## src/rtl/dlx_ctrl_pkg.sv

```systemverilog
// Shared types and constants for the DLX execution datapath: ALU opcodes,
// operand/writeback select encodings and default widths.
package dlx_ctrl_pkg;

  localparam int DEF_DATA_WIDTH = 32;
  localparam int DEF_RF_ADDR_W  = 5;
  localparam int DEF_IMM_W      = 16;

  typedef enum logic [1:0] {
    ALU_ADD = 2'b00,
    ALU_SUB = 2'b01,
    ALU_AND = 2'b10,
    ALU_OR  = 2'b11
  } alu_op_t;

  // Operand and writeback select encodings as driven by the control FSM
  localparam logic SEL_NPC = 1'b0;
  localparam logic SEL_A   = 1'b1;
  localparam logic SEL_B   = 1'b0;
  localparam logic SEL_IMM = 1'b1;
  localparam logic SEL_ALU = 1'b0;
  localparam logic SEL_MEM = 1'b1;

endpackage

```

## src/rtl/dlx_datapath_if.sv

```systemverilog
// Control word from the hardwired FSM plus the data-memory bus and status
// returned by the datapath. The control side is the master.
interface dlx_datapath_if import dlx_ctrl_pkg::*; #(
  parameter int DATA_WIDTH = DEF_DATA_WIDTH,
  parameter int RF_ADDR_W  = DEF_RF_ADDR_W,
  parameter int IMM_W      = DEF_IMM_W
);

  logic [RF_ADDR_W-1:0]  rs1;
  logic [RF_ADDR_W-1:0]  rs2;
  logic [RF_ADDR_W-1:0]  rd;
  logic [IMM_W-1:0]      imm;
  logic [DATA_WIDTH-1:0] npc;
  logic                  rf1;
  logic                  rf2;
  logic                  en1;
  logic                  s1;
  logic                  s2;
  logic                  alu1;
  logic                  alu2;
  logic                  en2;
  logic                  rm;
  logic                  wm;
  logic                  en3;
  logic                  s3;
  logic                  wf1;
  logic [DATA_WIDTH-1:0] dram_addr;
  logic [DATA_WIDTH-1:0] dram_wdata;
  logic                  dram_re;
  logic                  dram_we;
  logic [DATA_WIDTH-1:0] dram_rdata;
  logic                  alu_zero;
  logic [DATA_WIDTH-1:0] wb_data;

  modport master (
    output rs1, rs2, rd, imm, npc, rf1, rf2, en1, s1, s2, alu1, alu2, en2,
           rm, wm, en3, s3, wf1, dram_rdata,
    input  dram_addr, dram_wdata, dram_re, dram_we, alu_zero, wb_data
  );

  modport slave (
    input  rs1, rs2, rd, imm, npc, rf1, rf2, en1, s1, s2, alu1, alu2, en2,
           rm, wm, en3, s3, wf1, dram_rdata,
    output dram_addr, dram_wdata, dram_re, dram_we, alu_zero, wb_data
  );

endinterface

```

## src/rtl/dlx_alu.sv

```systemverilog
// Combinational ALU: wrapping ADD/SUB and bitwise AND/OR, no flags.
module dlx_alu import dlx_ctrl_pkg::*; #(
  parameter int DATA_WIDTH = DEF_DATA_WIDTH
) (
  input  alu_op_t               op,
  input  logic [DATA_WIDTH-1:0] in1,
  input  logic [DATA_WIDTH-1:0] in2,
  output logic [DATA_WIDTH-1:0] result
);

  // Operation decode
  always_comb begin
    result = {DATA_WIDTH{1'b0}};
    case (op)
      ALU_ADD: result = in1 + in2;
      ALU_SUB: result = in1 - in2;
      ALU_AND: result = in1 & in2;
      ALU_OR:  result = in1 | in2;
      default: result = {DATA_WIDTH{1'b0}};
    endcase
  end

endmodule

```

## src/rtl/dlx_datapath.sv

```systemverilog
// Three-stage DLX execution datapath (register read, ALU, memory/writeback)
// stepped by the control FSM's enables; R0 is hardwired to zero.
module dlx_datapath import dlx_ctrl_pkg::*; #(
  parameter int DATA_WIDTH = DEF_DATA_WIDTH,
  parameter int RF_ADDR_W  = DEF_RF_ADDR_W,
  parameter int IMM_W      = DEF_IMM_W
) (
  input logic           clk,
  input logic           rst,
  dlx_datapath_if.slave bus
);

  localparam int NUM_REGS = 2 ** RF_ADDR_W;

  logic [DATA_WIDTH-1:0] rf_r [NUM_REGS];
  logic [DATA_WIDTH-1:0] a_r, b_r, imm_x_r, npc_1_r;
  logic [DATA_WIDTH-1:0] alu_q_r, b_2_r, wb_q_r;
  logic [RF_ADDR_W-1:0]  rd1_r, rd2_r, rd3_r;
  logic                  alu_zero_r;

  logic [DATA_WIDTH-1:0] rd_a_s, rd_b_s, imm_sext_s;
  logic [DATA_WIDTH-1:0] in1_s, in2_s, alu_res_s;
  logic                  wr_en_s;
  alu_op_t               alu_op_s;

  assign wr_en_s    = bus.wf1 && (rd3_r != {RF_ADDR_W{1'b0}});
  assign imm_sext_s = {{(DATA_WIDTH - IMM_W){bus.imm[IMM_W-1]}}, bus.imm};

  // Read ports with write-first bypass from the writeback stage
  always_comb begin
    rd_a_s = rf_r[bus.rs1];
    rd_b_s = rf_r[bus.rs2];
    if (wr_en_s && (rd3_r == bus.rs1)) begin
      rd_a_s = wb_q_r;
    end else begin
      rd_a_s = rf_r[bus.rs1];
    end
    if (wr_en_s && (rd3_r == bus.rs2)) begin
      rd_b_s = wb_q_r;
    end else begin
      rd_b_s = rf_r[bus.rs2];
    end
  end

  assign in1_s    = (bus.s1 == SEL_A)   ? a_r     : npc_1_r;
  assign in2_s    = (bus.s2 == SEL_IMM) ? imm_x_r : b_r;
  assign alu_op_s = alu_op_t'({bus.alu1, bus.alu2});

  dlx_alu #(.DATA_WIDTH(DATA_WIDTH)) u_alu (
    .op     (alu_op_s),
    .in1    (in1_s),
    .in2    (in2_s),
    .result (alu_res_s)
  );

  // Register file write port; R0 never gets written
  always_ff @(posedge clk) begin
    if (rst) begin
      for (int i = 0; i < NUM_REGS; i++) begin
        rf_r[i] <= {DATA_WIDTH{1'b0}};
      end
    end else if (wr_en_s) begin
      rf_r[rd3_r] <= wb_q_r;
    end
  end

  // Stage 1: operand fetch
  always_ff @(posedge clk) begin
    if (rst) begin
      a_r     <= {DATA_WIDTH{1'b0}};
      b_r     <= {DATA_WIDTH{1'b0}};
      imm_x_r <= {DATA_WIDTH{1'b0}};
      npc_1_r <= {DATA_WIDTH{1'b0}};
      rd1_r   <= {RF_ADDR_W{1'b0}};
    end else if (bus.en1) begin
      a_r     <= bus.rf1 ? rd_a_s : {DATA_WIDTH{1'b0}};
      b_r     <= bus.rf2 ? rd_b_s : {DATA_WIDTH{1'b0}};
      imm_x_r <= imm_sext_s;
      npc_1_r <= bus.npc;
      rd1_r   <= bus.rd;
    end
  end

  // Stage 2: execute
  always_ff @(posedge clk) begin
    if (rst) begin
      alu_q_r    <= {DATA_WIDTH{1'b0}};
      b_2_r      <= {DATA_WIDTH{1'b0}};
      rd2_r      <= {RF_ADDR_W{1'b0}};
      alu_zero_r <= 1'b1;
    end else if (bus.en2) begin
      alu_q_r    <= alu_res_s;
      b_2_r      <= b_r;
      rd2_r      <= rd1_r;
      alu_zero_r <= (alu_res_s == {DATA_WIDTH{1'b0}});
    end
  end

  // Stage 3: memory access result capture
  always_ff @(posedge clk) begin
    if (rst) begin
      wb_q_r <= {DATA_WIDTH{1'b0}};
      rd3_r  <= {RF_ADDR_W{1'b0}};
    end else if (bus.en3) begin
      wb_q_r <= (bus.s3 == SEL_MEM) ? bus.dram_rdata : alu_q_r;
      rd3_r  <= rd2_r;
    end
  end

  // A write wins over a read if the FSM ever raises both strobes
  assign bus.dram_re    = bus.rm & ~bus.wm;
  assign bus.dram_we    = bus.wm;
  assign bus.dram_addr  = alu_q_r;
  assign bus.dram_wdata = b_2_r;
  assign bus.alu_zero   = alu_zero_r;
  assign bus.wb_data    = wb_q_r;

endmodule

```

## src/flat_wrapper.sv

```systemverilog
// flat-port wrapper written by rule: the top's interface ports become plain ports
module dlx_datapath_flat import dlx_ctrl_pkg::*;
#(
  parameter int DATA_WIDTH = DEF_DATA_WIDTH,
  parameter int RF_ADDR_W  = DEF_RF_ADDR_W,
  parameter int IMM_W      = DEF_IMM_W
)
  (clk, rst, bus_rs1, bus_rs2, bus_rd, bus_imm, bus_npc, bus_rf1, bus_rf2, bus_en1, bus_s1, bus_s2, bus_alu1, bus_alu2, bus_en2, bus_rm, bus_wm, bus_en3, bus_s3, bus_wf1, bus_dram_rdata, bus_dram_addr, bus_dram_wdata, bus_dram_re, bus_dram_we, bus_alu_zero, bus_wb_data);
  dlx_datapath_if #(.DATA_WIDTH(DATA_WIDTH), .RF_ADDR_W(RF_ADDR_W), .IMM_W(IMM_W)) bus_i ();
  input logic clk;
  input logic rst;
  input wire logic [$bits(bus_i.rs1)-1:0] bus_rs1;
  input wire logic [$bits(bus_i.rs2)-1:0] bus_rs2;
  input wire logic [$bits(bus_i.rd)-1:0] bus_rd;
  input wire logic [$bits(bus_i.imm)-1:0] bus_imm;
  input wire logic [$bits(bus_i.npc)-1:0] bus_npc;
  input wire logic [$bits(bus_i.rf1)-1:0] bus_rf1;
  input wire logic [$bits(bus_i.rf2)-1:0] bus_rf2;
  input wire logic [$bits(bus_i.en1)-1:0] bus_en1;
  input wire logic [$bits(bus_i.s1)-1:0] bus_s1;
  input wire logic [$bits(bus_i.s2)-1:0] bus_s2;
  input wire logic [$bits(bus_i.alu1)-1:0] bus_alu1;
  input wire logic [$bits(bus_i.alu2)-1:0] bus_alu2;
  input wire logic [$bits(bus_i.en2)-1:0] bus_en2;
  input wire logic [$bits(bus_i.rm)-1:0] bus_rm;
  input wire logic [$bits(bus_i.wm)-1:0] bus_wm;
  input wire logic [$bits(bus_i.en3)-1:0] bus_en3;
  input wire logic [$bits(bus_i.s3)-1:0] bus_s3;
  input wire logic [$bits(bus_i.wf1)-1:0] bus_wf1;
  input wire logic [$bits(bus_i.dram_rdata)-1:0] bus_dram_rdata;
  output wire logic [$bits(bus_i.dram_addr)-1:0] bus_dram_addr;
  output wire logic [$bits(bus_i.dram_wdata)-1:0] bus_dram_wdata;
  output wire logic [$bits(bus_i.dram_re)-1:0] bus_dram_re;
  output wire logic [$bits(bus_i.dram_we)-1:0] bus_dram_we;
  output wire logic [$bits(bus_i.alu_zero)-1:0] bus_alu_zero;
  output wire logic [$bits(bus_i.wb_data)-1:0] bus_wb_data;
  assign bus_i.rs1 = bus_rs1;
  assign bus_i.rs2 = bus_rs2;
  assign bus_i.rd = bus_rd;
  assign bus_i.imm = bus_imm;
  assign bus_i.npc = bus_npc;
  assign bus_i.rf1 = bus_rf1;
  assign bus_i.rf2 = bus_rf2;
  assign bus_i.en1 = bus_en1;
  assign bus_i.s1 = bus_s1;
  assign bus_i.s2 = bus_s2;
  assign bus_i.alu1 = bus_alu1;
  assign bus_i.alu2 = bus_alu2;
  assign bus_i.en2 = bus_en2;
  assign bus_i.rm = bus_rm;
  assign bus_i.wm = bus_wm;
  assign bus_i.en3 = bus_en3;
  assign bus_i.s3 = bus_s3;
  assign bus_i.wf1 = bus_wf1;
  assign bus_i.dram_rdata = bus_dram_rdata;
  assign bus_dram_addr = bus_i.dram_addr;
  assign bus_dram_wdata = bus_i.dram_wdata;
  assign bus_dram_re = bus_i.dram_re;
  assign bus_dram_we = bus_i.dram_we;
  assign bus_alu_zero = bus_i.alu_zero;
  assign bus_wb_data = bus_i.wb_data;
  dlx_datapath #(.DATA_WIDTH(DATA_WIDTH), .RF_ADDR_W(RF_ADDR_W), .IMM_W(IMM_W)) u_core (.clk(clk), .rst(rst), .bus(bus_i));
endmodule
```

## config.mk

```make
export PLATFORM = sky130hd
export DESIGN_NAME = dlx_datapath_flat
export DESIGN_NICKNAME = d
export VERILOG_FILES = /design/src/rtl/dlx_ctrl_pkg.sv /design/src/rtl/dlx_datapath_if.sv /design/src/rtl/dlx_alu.sv /design/src/rtl/dlx_datapath.sv /design/src/flat_wrapper.sv
export SDC_FILE = /design/constraint.sdc
export NUM_CORES = 2
export LEC_CHECK = 0
export CAP_MARGIN = 25
export CELL_PAD_IN_SITES_DETAIL_PLACEMENT = 1
export CELL_PAD_IN_SITES_GLOBAL_PLACEMENT = 1
export CORE_MARGIN = 4
export CORE_UTILIZATION = 53
export DETAILED_ROUTE_END_ITERATION = 12
export PLACE_DENSITY_LB_ADDON = 0.25
export SLEW_MARGIN = 20
export SYNTH_ARGS = -nofsm -noshare
export SYNTH_HDL_FRONTEND = slang
export SYNTH_SLANG_ARGS = --single-unit
```

## constraint.sdc

```tcl
create_clock -name clk -period 6.2 [get_ports clk]
set_clock_uncertainty 0.05 [all_clocks]
set_input_delay 0.93 -clock clk [delete_from_list [all_inputs] [get_ports clk]]
set_output_delay 0.93 -clock clk [all_outputs]
set_load 0.02 [all_outputs]
```

Word level (Yosys, flattened, before mapping)
Memory sizes are Yosys's and may differ from the RTL's.
Cells that the tools add are included.
Storage, ports and cells
  bits in registers: 224
  bits in writable memories: 1024
  input bits: 110
  memories kept: 1
Operators by class
  add/sub/neg operators: 2
  eq/ne operators: 5
  muxes and demuxes: 16
  bitwise gates (word level): 4
  reduce and logical (&&, ||, !) cells: 7
Memories
  u_core.rf_r: words 32, width 32, rd ports 2, clocked after memory_dff 0, wr ports 32, line dlx_datapath.sv:15  | logic [DATA_WIDTH-1:0] rf_r [NUM_REGS];
Operators by type and width (count)
  2-to-1 mux 32 bit: 8
  case mux 32 bit (4 select lines): 1
  adder 32 bit: 1
  bitwise AND 32 bit: 1
  zero test 32 bit: 1
  bitwise OR 32 bit: 1
  OR reduction 32 bit: 1
  subtractor 32 bit: 1
  == test 5 bit: 2
  2-to-1 mux 1 bit: 6
  2-to-1 mux 5 bit: 1
  nonzero test 5 bit: 1
  == test 2 bit, second input constant: 2
  logical AND 1 bit: 3
  == test 2 x 1 -> 1 bit, second input constant: 1
  zero test 2 bit: 1
  bitwise AND 1 bit: 1
  NOT 1 bit: 1

Depth between registers and ports, before layout
  depth in word-level cells: 7
  depth in mapped cells: 24
  depth with buffers taken out: 22

Modules after synthesis
From an unflattened synthesis, not the netlist that was laid out.
Second synthesis, totals
  cell total of the unflattened synthesis: 4733
  area, all modules: 65320.1 um2
By module, submodules not included
  dlx_datapath: instances 1, cells each 4273, area an instance 62252.2 um2, seq. area each 35233.8 um2
  dlx_alu: instances 1, cells each 460, area an instance 3067.9 um2, seq. area each 0.0 um2

Worst setup path after synthesis
Ideal clock, no wire load.
  path type: input to register
  from: input bus_s2
  to: register u_core.alu_zero_r, in the netlist u_core.bus.alu_zero
  library setup time: 0.122 ns
  arrival: 5.511 ns
  path slack: 0.517 ns
  stages on the path: 24
  path buffers: 2
  cells stage by stage: buf_6 -> mux2_4 -> inv_1 -> ha_1 -> o211ai_1 -> or3_1 -> or2_1 -> or3_4 -> nor4_4 -> nand2_2 -> o21ai_1 -> xor2_1 -> ha_1 -> clkbuf_1 -> and4_1 -> o21a_1 -> a211oi_1 -> inv_1 -> o31a_1 -> o31ai_1 -> nand4b_1 -> nor4_1 -> and4b_1 -> a221o_1
On the way
  cells in the longest elaborated chain, start to end: 4
RTL lines
  start: declaration: line flat_wrapper.sv:21  | input wire logic [$bits(bus_i.s2)-1:0] bus_s2;
  2-to-1 mux 32 bit (*): line dlx_datapath.sv:46  | assign in2_s = (bus.s2 == SEL_IMM) ? imm_x_r : b_r;
  subtractor 32 bit (tied with other cells): line dlx_alu.sv:16  | ALU_SUB: result = in1 - in2;
  case mux 32 bit (4 select lines) (*): line dlx_alu.sv:14  | case (op)
  zero test 32 bit (*): line dlx_datapath.sv:95  | alu_zero_r <= (alu_res_s == {DATA_WIDTH{1'b0}});
  end signal: assignment: line dlx_datapath.sv:95
  end: declaration: line dlx_datapath.sv:19  | logic alu_zero_r;
Mark *: on every way between the ends. The rest lies on a longest branch, timed or not.
A chain may end at the register's enable or synchronous reset.

Worst setup path after layout
Same ends and word-level chain as after synthesis.

==> metrics.yaml <==
synthesis:
  synth_edf_count: 1024
  yosysWarnings: 0
  yosysSeqAreaShare_pct: 52.6
  syn-cell-area_um2: 67000
  async_flop_share_pct: 0
  postSynthAreaPerCell_um2: 14.0
  synthFlopType: "edfxtp_1"
  ys_seq_elements: 1248
  postSynthCellCount: 4770
  synth_cell_type_count: 89
layout:
  final_cell_mix: "1024 x edfxtp_1, 999 x and2_1, 640 x mux4_2, 258 x nor2_1, 222 x dfxtp_1"
  seqCellArea_um2: 35200
  area_growth_pct: 13.6
  final_nets: 5026
  multi_input_area_um2: 30400
  nFillCells: 11659
  drive_gt1_share_pct: 23.8
  layout.cells.most_common: "edfxtp_1"
  post-route-cell-area_um2: 76100
place:
  place_hpwl_um: 148000
  port_buffers: 208
  placed_area_um2: 71800
  place_congestion: 0.900
power:
  power.density_nw_per_um2: 271
  vdd_drop_max_v: 0.000206
  power_leakage_nw: 27.6
  power_mw: 20.6
timing:
  hold_viol: 0
  min_period_ns: 5.69
  worstMarginPinSlew_ns: 1.08
  rsz0062_at_grt: "false"
  finalSetupViolCount: 0
  finalMaxSlewViolations: 0
  clock.fmax_mhz: 176
  period_share_pct: 91.7
  max_slew_margin_pct: 27.8
route:
  vias: 45777
  avgViaCountPerCell: 6.89
  drt_first_pass_iters: 7
  ant_nets: 0
  drc: 0
  wl_per_cell_um: 35.7
  routed_wl_um: 237000
  drt-initial-drc-count: 6316
clocking:
  post_cts_buffers: 0
  numClockSinks: 1248
  cts_resized: 0
  cts_hold_buf: 0
  root_buffer: "clkbuf_16"
  clock_latency_ns: 0.79
  cts_buffers: 138
  htreeDepth: 4
  cts_buffer_depth: 3
  cts_tree: "built"
  clk_pin_slew_ns: 0.05
floorplanning:
  initial_utilization_pct: 53.3
  dieWidth_um: 363
  fp.coreArea_um2: 126000
  rows: 130
  pin_count: 209
  die_h_um: 363
  die_area_um2: 132000
min_path:
  holdCritStartpoint: "u_core.bus.dram_addr[21]"
  hold_path_class: "flop to flop"
  hold_depth: 2
worst_setup_path:
  worstPathMaxFanout: 4
  reg2reg_from: "u_core.b_r[0]"
  max_stage_delay_ns: 0.40
  cp_cell_sequence: "buf_2 -> mux2_2 -> inv_1 -> ha_1 -> o211ai_1 -> or3_1 -> or2_1 -> or3_4 -> nor4_4 -> nand2_2 -> o21ai_1 -> xor2_1 -> ha_1 -> a211oi_1 -> nor2_1 -> a211oi_1 -> nand3_1 -> o21ai_0 -> buf_4 -> a311oi_1 -> xor2_1 -> mux2i_1 -> nor2_1 -> a221o_1"
  crit_cells: 24
  critical_path_buf_inv_count: 3
  worstSetupEndpointType: "flop"
  critPathArrivalTime_ns: 6.29
  critPathKind: "primary input to flop"
  path_delay_family: "simple AND/OR/NAND/NOR gates"
  reg2regPathDepth: 23
  startpoint: "bus_s2"
  critPathRequiredTime_ns: 6.81
  startpoint_type: "primary input"
  cp_slowest_cell: "or3_1"
job:
  max_cap_violations: 0
global_route:
  antenna_found_initial: 14
  gr-total-overflow: 0
  grt_pass1_wl_um: 340000
  grt_use_total_pct: 35.9
  grt_pass1_vias: 47903
  grt_max_degree: 175
run_status:
  outcome: "complete, no violations"
-- path summary, 6_finish.rpt --
kind	end	slack, ns
max	u_core.bus.alu_zero	0.51
max reg2reg	u_core.bus.alu_zero	0.56
min	u_core.bus.dram_addr[21]	0.44
min reg2reg	u_core.bus.dram_addr[21]	0.44
-- worst min-delay path, stage by stage, from the launching register on --
cell     delay (ns)
dfxtp_1        0.32
nand2_1        0.07
a21oi_1        0.05
-- cell usage after synthesis, types with 4 or more instances --
master | number | area share, %
dfxtp_1 | 224 | 6.7
edfxtp_1 | 1024 | 46
o31ai_1 | 6 | 0.067
maj3_1 | 18 | 0.27
inv_1 | 25 | 0.14
nand2b_1 | 4 | 0.037
nand4_1 | 5 | 0.047
mux2i_1 | 207 | 3.1
a2bb2oi_1 | 6 | 0.078
nor3b_1 | 5 | 0.056
buf_1 | 72 | 0.40
o211ai_1 | 18 | 0.20
a31oi_1 | 10 | 0.093
a311oi_1 | 6 | 0.078
clkbuf_1 | 371 | 2.1
nand2_1 | 134 | 0.75
o21ai_0 | 146 | 1.1
nand2_2 | 4 | 0.037
xor2_1 | 27 | 0.35
mux2_4 | 4 | 0.090
and3_1 | 8 | 0.075
nor2_1 | 289 | 1.6
mux4_2 | 640 | 22
a21o_1 | 9 | 0.10
buf_2 | 24 | 0.18
or3_1 | 5 | 0.047
and2_1 | 999 | 9.3
mux2_2 | 34 | 0.57
nand3b_1 | 7 | 0.078
xnor2_1 | 29 | 0.38
o31a_1 | 6 | 0.078
nor2b_1 | 64 | 0.60
a211oi_1 | 58 | 0.65
nand3_1 | 14 | 0.10
o21a_1 | 8 | 0.090
nor3_1 | 11 | 0.082
o21bai_1 | 8 | 0.090
nor4_1 | 12 | 0.11
a21oi_1 | 123 | 0.92
ha_1 | 34 | 0.64
-- area by class of cell --
class | count | share of cell area [%]
flip-flops and latches | 1248 | 46.3
multi-input cells | 3052 | 40.0
repair buffers | 414 | 5.18
clock buffers | 183 | 5.11
well taps | 1650 | 2.71
clock inverters | 64 | 0.574
inverters | 27 | 0.133
diodes | 5 | 0.0164
-- power by group --
part	switching [mW]	internal, mW	total, mW	leakage [nW]
Clock	3.49	4.57	8.06	2.12
Sequential	0.241	9.37	9.61	12.4
Combinational	1.74	1.22	2.96	13.1
-- sequential cells by signal, indices dropped and copies added, names as in the netlist --
register	count
u_core.bus.alu_zero	1
u_core.rd3_r	5
u_core.rf_r	1024
u_core.b_r	32
u_core.bus.wb_data	32
u_core.bus.dram_wdata	32
u_core.npc_1_r	32
u_core.bus.dram_addr	32
u_core.a_r	32
u_core.rd2_r	5
u_core.imm_x_r	16
u_core.rd1_r	5
-- per-stage QoR --
step	utilization [%]	std cells	hold slack, ns	worst slack, ns	TNS (ns)
after floorplan	-	4801	0.404	0.517	0
after global placement	57.1	6385	0.421	-0.168	-0.220
after detailed placement	57.1	6391	0.434	-0.258	-0.404
after CTS	60.6	6638	0.444	0.532	0
after global routing	60.6	6639	0.470	0.246	0
final	60.6	6643	0.440	0.514	0
-- kinds of logic after synthesis --
kind of cell	after synthesis	synth area share (%)
compound gates	436	4.05
xor+xnor	56	0.732
simple gates	1588	13.4
fa+ha+maj	54	0.951
buf+inv	501	2.93
other cells	1	0.00560
mux	886	25.3
flops	1248	52.6
-- metal layers --
layer	routed length [um]	track usage, %	part of all wire [%]
met5	37	0	0.016
met2	114000	58.5	48
met1	85700	46.3	36
met3	25800	7.99	11
met4	11700	16.5	4.9
Power figures use the tool's default switching activity.
